## config.mk

```make
export PLATFORM = sky130hd
export DESIGN_NAME = decoder_seq
export DESIGN_NICKNAME = d
export VERILOG_FILES = /design/src/rtl/decoder_seq.sv
export SDC_FILE = /design/constraint.sdc
export NUM_CORES = 1
export LEC_CHECK = 0
export CORE_AREA = 4 4 41 43
export DETAILED_ROUTE_END_ITERATION = 7
export DIE_AREA = 0 0 45 47
export DONT_BUFFER_PORTS = 1
export GPL_TIMING_DRIVEN = 0
export MAX_ROUTING_LAYER = met4
export PLACE_DENSITY_LB_ADDON = 0.2
export SLEW_MARGIN = 10
export SYNTH_ARGS = -nofsm -noshare
export SYNTH_HDL_FRONTEND = slang
export SYNTH_SLANG_ARGS = --single-unit
```

## constraint.sdc

```tcl
create_clock -name clk -period 2.2 [get_ports clk]
set_clock_uncertainty 0.2 [all_clocks]
set_input_delay 0.22 -clock clk [delete_from_list [all_inputs] [get_ports clk]]
set_output_delay 0.22 -clock clk [all_outputs]
set_load 0.005 [all_outputs]
```

## src/rtl/decoder_seq.sv

```systemverilog
// decoder_seq: registered one-hot decoder / sequencer over a W-bit index that wraps at LAST.
// Optional build macro DECODER_SEQ_DOWN_EN adds a dir input that makes step count down.
module decoder_seq #(
   parameter int W    = 3,
   parameter int LAST = 2**W-1
) (
   input  logic            clk,
   input  logic            rst_n,
   input  logic            en,
   input  logic            load,
   input  logic [W-1:0]    i,
   input  logic            step,
`ifdef DECODER_SEQ_DOWN_EN
   input  logic            dir,
`endif
   output logic [2**W-1:0] d,
   output logic [W-1:0]    idx,
   output logic            wrap
);
   localparam int N = 2**W;
   localparam logic [W-1:0] last_c = LAST[W-1:0];
   localparam logic [N-1:0] one_c  = {{(N-1){1'b0}}, 1'b1};
   logic [W-1:0] idx_d, idx_q;
   logic [N-1:0] d_d, d_q;
   logic         wrap_d, wrap_q;
   // next index and wrap: load beats step, step wraps to 0 past LAST (or to LAST when counting down)
   always_comb begin
      idx_d  = idx_q;
      wrap_d = 1'b0;
      if (load) begin
         idx_d = i;
      end else if (step) begin
`ifdef DECODER_SEQ_DOWN_EN
         if (dir) begin
            wrap_d = (idx_q == '0) || (idx_q > last_c);
            idx_d  = wrap_d ? last_c : idx_q - 1'b1;
         end else begin
            wrap_d = idx_q >= last_c;
            idx_d  = wrap_d ? '0 : idx_q + 1'b1;
         end
`else
         wrap_d = idx_q >= last_c;
         idx_d  = wrap_d ? '0 : idx_q + 1'b1;
`endif
      end
      d_d = en ? (one_c << idx_d) : '0;
   end
   // state registers; decode is taken from the next index so d tracks idx with no extra stage
   always_ff @(posedge clk or negedge rst_n) begin
      if (!rst_n) begin
         idx_q  <= '0;
         d_q    <= '0;
         wrap_q <= 1'b0;
      end else begin
         idx_q  <= idx_d;
         d_q    <= d_d;
         wrap_q <= wrap_d;
      end
   end
   assign idx  = idx_q;
   assign d    = d_q;
   assign wrap = wrap_q;
endmodule

```

==> flow_summary.ini, run 1 <==
[critical_path]
worstSetupPathType = reg -> reg
worstPathMaxFanout = 9
cp_slowest_cell = dfrtp_1
end_kind = register
crit_cells = 5
crit_top_cell = ha_1
r2r_end = d[2]$_DFF_PN0_
rrSetupSlack_ns = 0.16
startpoint = idx[0]$_DFF_PN0_
cp_num_buf_inv = 0
critPathMaxStageDelay_ns = 0.44
crit_end = d[2]$_DFF_PN0_
crit_required_ns = 2.17
crit_arrival_ns = 2.02
critPathTopFamily = adder cells
path_cells = ha_1 -> ha_1 -> and3b_1 -> a211o_4 -> nor4bb_4
start_kind = register
r2r_start = idx[0]$_DFF_PN0_
reg2regPathDepth = 5

[logic_synthesis]
synthCells = 37
synthAdderAreaFrac_pct = 4.62
synth_top_family_by_area = simple AND/OR/NAND/NOR gates
yosys_register_bits = 12
synth_compound_area_share_pct = 9.24
avgSynthCellArea_um2 = 14.6
syn_nets = 47
syn_area_um2 = 542
yosys_warnings = 0
synth.top_cells.by_area = dfrtp_1, nor3b_1, ha_1
synth_area_leader_cell = dfrtp_1
ys_seq_area_share_pct = 55.4
yosys-mux-area-fraction_pct = 1.85
synth_xor_area_share_pct = 0
synth_top_area_share_pct = 55.4
yosys.cell_types.count = 20
synthSimpleGateAreaFrac_pct = 26.8

[drt]
drtAntennaViolNets = 0
routed_via_density = 5.60
vias = 336
detail_route.wl_per_cell_um = 16.7
drt-pass1-iter-count = 4
drtIter0Drc = 3
drc_errors = 0
wl_um = 999

[timing]
rsz0062_at_grt = false
fin_hold_ws_ns = 0.0703
relSlewSlack_pct = 64.9
totalNegativeSetupSlack_ns = 0
finalSetupViolCount = 0
finalHoldViolCount = 0
slew_viol_final = 0
fin_crit_sh_pct = 92.9
worst_pin_slew_ns = 0.524
finalCriticalPeriod_ns = 2.04
fmax_ghz = 0.489

[final_layout]
nNetsFinal = 57
fillCellCount = 123
syn2layout_area_growth_pct = 16.9
drive_gt1_share_pct = 17.8
stdcell_area_um2 = 633
fin_util_pct = 48.7
diodes = 0

[die]
die_w_um = 45
die_h_um = 47
fp.dieArea_mm2 = 0.00212
io_pins = 20
rows = 13
initial_utilization_pct = 41.6
coreArea_mm2 = 0.00130

[pwr]
vdd_ir_drop_max_v = 0.000383
p_leak_nw = 0.297
total_power_uw = 456
p_per_area_mw_per_mm2 = 721

[clock_tree]
clk_latency_ns = 0.26
post_cts_buffers = 0
cts-root-buf = clkbuf_4
cts_made_buffers = 3
cts_tree = built
path_clk_slew_ns = 0.07
cts_buffer_depth = 2
cts_max_level = 1
cts_sinks = 12

[global_route]
grt_max_degree = 13
grt_use_total_pct = 10.6
antenna_found_initial = 0
grt.overflow.total = 0
grt_pass1_vias = 323
grt_pass1_wl_um = 1480

[status]
status = finished, final reports clean

[placement]
place_hpwl_um = 740
place_congestion = 0.666
place_area_um2 = 561
io_buffers = 0

[run]
cap_violations = 0

[min_path]
min_path_type = in -> reg
[kinds of logic (layout without fill, tap and decap cells)]
group / Yosys count / in the layout
and+or+nand+nor: 16 / 16
DFF: 12 / 12
buffers and inverters: 1 / 9
muxes: 1 / 1
AOI/OAI and AO/OA: 5 / 5
adders and majority gates: 2 / 2
[sequential cells by signal, indices dropped and copies added, names as in the netlist]
register	flops
d	8
idx	3
wrap	1
[how the worst min path moves through the flow]
stage / startpoint / to / slack (ns) / cells past startpoint
after floorplan: rst_n / d[0]$_DFF_PN0_ / -0.28 / 0
after global placement: rst_n / idx[1]$_DFF_PN0_ / -0.28 / 0
after detailed placement: rst_n / idx[1]$_DFF_PN0_ / -0.28 / 0
after CTS: load / idx[1]$_DFF_PN0_ / 0.06 / 2
after global routing: load / idx[1]$_DFF_PN0_ / 0.08 / 2
final: load / idx[1]$_DFF_PN0_ / 0.07 / 2
[per-stage QoR]
| step | cells | worst slack, ns |
|---|---|---|
| global route | 60 | 0.0817 |
| detailed placement | 52 | 0.169 |
| CTS | 60 | 0.152 |
| floorplan | 37 | 0.257 |
| finish | 60 | 0.157 |
| global placement | 52 | 0.198 |
[area by class of cell]
type                       count  area (um2)  share of cell area [%]
buffer                         1        11.3                    1.78
clock buffer                   3        22.5                    3.56
multi-input combinational     24         230                    36.4
sequential                    12         300                    47.4
tap                           15        18.8                    2.96
timing repair buffer           5        50.0                    7.91
[routing by layer]
metal  track usage, %  vias up  routed length, um
met2             15.8       11                488
met5                -        -                  0
met4             7.02        0                  5
met3             4.21        2                 67
met1             11.7      165                437
li1                 -      158                  -
[power by group]
part           internal (mW)  total, mW  switching, mW
Sequential             0.236      0.251         0.0146
Combinational         0.0389     0.0784         0.0394
Clock                 0.0631      0.127         0.0639
[cell usage after synthesis]
cell / instances
nor3_1: 1
mux2i_1: 1
nand2b_1: 1
o311ai_1: 1
nor2b_1: 1
and3b_1: 2
and4b_1: 1
a211o_4: 1
o31a_1: 1
nor4b_2: 1
nor3b_1: 5
buf_6: 1
nand2_1: 1
ha_1: 2
and2_1: 1
dfrtp_1: 12
o21ai_2: 1
nor4bb_4: 1
and4bb_1: 1
a31oi_1: 1
[cells in the final DEF, fill, tap and decap left out, types with 2 or more instances in the layout]
cell and count:
clkbuf_4 3, ha_1 2, dlygate4sd3_1 5, nor3b_1 5, dfrtp_1 12, and3b_1 2
[what timing repair did]
| item | CTS | global route |
|---|---|---|
| endpoints found under the hold margin | 21 | 0 |
| gates resized for setup | 0 | 0 |
| hold buffers | 5 | 0 |
(Power assumes the default switching activity.)
==> inputs of run 2 (changes only) <==
==> constraint.sdc (replaced) <==
create_clock -name clk -period 1.75 [get_ports clk]
set_clock_uncertainty 0.2 [all_clocks]
set_input_delay 0.175 -clock clk [delete_from_list [all_inputs] [get_ports clk]]
set_output_delay 0.175 -clock clk [all_outputs]
set_load 0.005 [all_outputs]
==> run 2 against run 1 <==
The flow now finishes with violations (setup timing). Power increased by 48%. Via count rose by 6.8%. Critical path depth is the same. Worst setup slack worse by 0.37 ns. Critical endpoint is now d[0]$_DFF_PN0_. Largest power group unchanged. Die area unchanged. Clock-buffer cell count rose by 1. Largest cell class unchanged. First-iteration DRC count is 33% lower. Maximum frequency is 4.3% higher. Design area grew 16%. Utilization rose by 8.0 points. Sequential share of layout area shrank 6.3 points.
==> flow_summary.ini, run 2 (synthesis gave the netlist of run 1 again) <==
[drt]
vias = 359
drt-pass1-iter-count = 2
drtIter0Drc = 2
drtAntennaViolNets = 0
routed_via_density = 5.52
drc_errors = 0
detail_route.wl_per_cell_um = 17.4
wl_um = 1130

[pwr]
p_per_area_mw_per_mm2 = 918
total_power_uw = 677
p_leak_nw = 0.330
vdd_ir_drop_max_v = 0.000501

[clock_tree]
cts_made_buffers = 3
path_clk_slew_ns = 0.08
cts-root-buf = clkbuf_4
cts_buffer_depth = 2
cts_max_level = 1
cts_sinks = 12
clk_latency_ns = 0.27
cts_tree = built

[critical_path]
reg2regPathDepth = 5
worstPathMaxFanout = 5
crit_arrival_ns = 1.94
crit_required_ns = 1.73
start_kind = register
worstSetupPathType = reg -> reg
end_kind = register

[timing]
fin_hold_ws_ns = 0.0928
fmax_ghz = 0.510
worst_pin_slew_ns = 0.530
finalSetupViolCount = 9
fin_crit_sh_pct = 112
worst_slack_ns = -0.210
relSlewSlack_pct = 64.5
rsz0062_at_grt = true
slew_viol_final = 0
finalCriticalPeriod_ns = 1.96
finalHoldViolCount = 0

[die]
die_h_um = 47
coreArea_mm2 = 0.00130
die_w_um = 45
rows = 13
fp.dieArea_mm2 = 0.00212
io_pins = 20
initial_utilization_pct = 41.6

[final_layout]
nNetsFinal = 61
regArea_um2 = 303
multi_input_comb_area_um2 = 292
drive_gt1_share_pct = 40.0
layout_commonest_cell = dfrtp_1
stdcell_area_um2 = 737
fin_util_pct = 56.6
final_cell_mix = dfrtp_1, dlygate4sd3_1, nor3b_1, clkbuf_4
syn2layout_area_growth_pct = 36.0
diodes = 0
fillCellCount = 116
largest_register_ffs = 8

[placement]
dp_slack_ns = -0.234
place_hpwl_um = 705
io_buffers = 0
place_area_um2 = 568
place_congestion = 0.715

[status]
status = finished, violations left
violations = setup timing

[global_route]
grt_use_total_pct = 11.9
grt_pass1_wl_um = 1680
grt.overflow.total = 0
antenna_found_initial = 0
grt_pass1_vias = 370
grt_max_degree = 13

[min_path]
min_path_cells = 3
min_path_type = in -> reg

[run]
cap_violations = 0
==> run 2: changes by cell type in the layout (fill, tap and decap cells not counted), sizes merged <==
cell / previous run / this run
buf: 1 / 4
a211o: 1 / 2
clkbuf: 3 / 4
==> run 2: area by class of cell <==
cell class                      instances  share of cell area (%)
Buffer                                  1                    1.53
Clock buffer                            4                    4.92
Multi-Input combinational cell         25                    39.6
Sequential cell                        12                    41.1
Tap cell                               15                    2.55
Timing Repair Buffer                    8                    10.4
==> run 2: worst paths after layout <==
check	from	endpoint	slack, ns
min reg2reg	idx[1]$_DFF_PN0_	wrap$_DFF_PN0_	0.62
max in group asynchronous	rst_n	idx[1]$_DFF_PN0_	0.85
min in group asynchronous	rst_n	wrap$_DFF_PN0_	0.12
max reg2reg	idx[0]$_DFF_PN0_	d[0]$_DFF_PN0_	-0.21
max	idx[0]$_DFF_PN0_	d[0]$_DFF_PN0_	-0.21
min	i[0]	d[3]$_DFF_PN0_	0.09
==> run 2: power breakdown <==
group,total [mW],internal [mW],switching [mW],leakage (nW)
logic,0.140,0.0744,0.0655,0.151
registers,0.320,0.298,0.0226,0.157
clock network,0.216,0.126,0.0902,0.0210
==> run 2: timing repair <==
item	CTS	global route
pin swaps	4	2
hold buffers	5	0
gates cloned	1	0
resized for setup	4	4
buffers inserted	1	2
hold endpoints to repair	21	0
setup endpoints to repair	9	10
==> run 2: worst max-delay path: stages (launching register included) <==
cell and delay, ns:
dfrtp_2 0.46, ha_4 0.19, ha_4 0.20, and3b_1 0.19, a211o_4 0.38, nor4b_4 0.27
==> run 2: routing by layer <==
metal	vias to the layer above	track usage, %	wire length, um
met1	179	11.6	438
met5	-	-	0
met2	9	19.8	636
li1	169	-	-
met3	2	4.21	53
met4	0	8.19	4
==> run 2: per-stage QoR <==
| stage | TNS [ns] | instances |
|---|---|---|
| 3_3_place_gp | -1.24 | 52 |
| 6_report | -1.22 | 65 |
| 3_5_place_dp | -1.56 | 52 |
| 2_1_floorplan | -0.730 | 37 |
| 4_1_cts | -1.22 | 63 |
| 5_1_grt | -1.64 | 65 |
==> inputs of run 3 (changes only) <==
--- a/config.mk
+++ b/config.mk
@@ -6,6 +6,8 @@
 export NUM_CORES = 1
 export LEC_CHECK = 0
 export CORE_AREA = 4 4 41 43
+export CTS_CLUSTER_DIAMETER = 200
+export CTS_CLUSTER_SIZE = 25
 export DETAILED_ROUTE_END_ITERATION = 7
 export DIE_AREA = 0 0 45 47
 export DONT_BUFFER_PORTS = 1
==> results of run 3 <==
The final DEF is identical to that of run 2; final timing and power are the same.
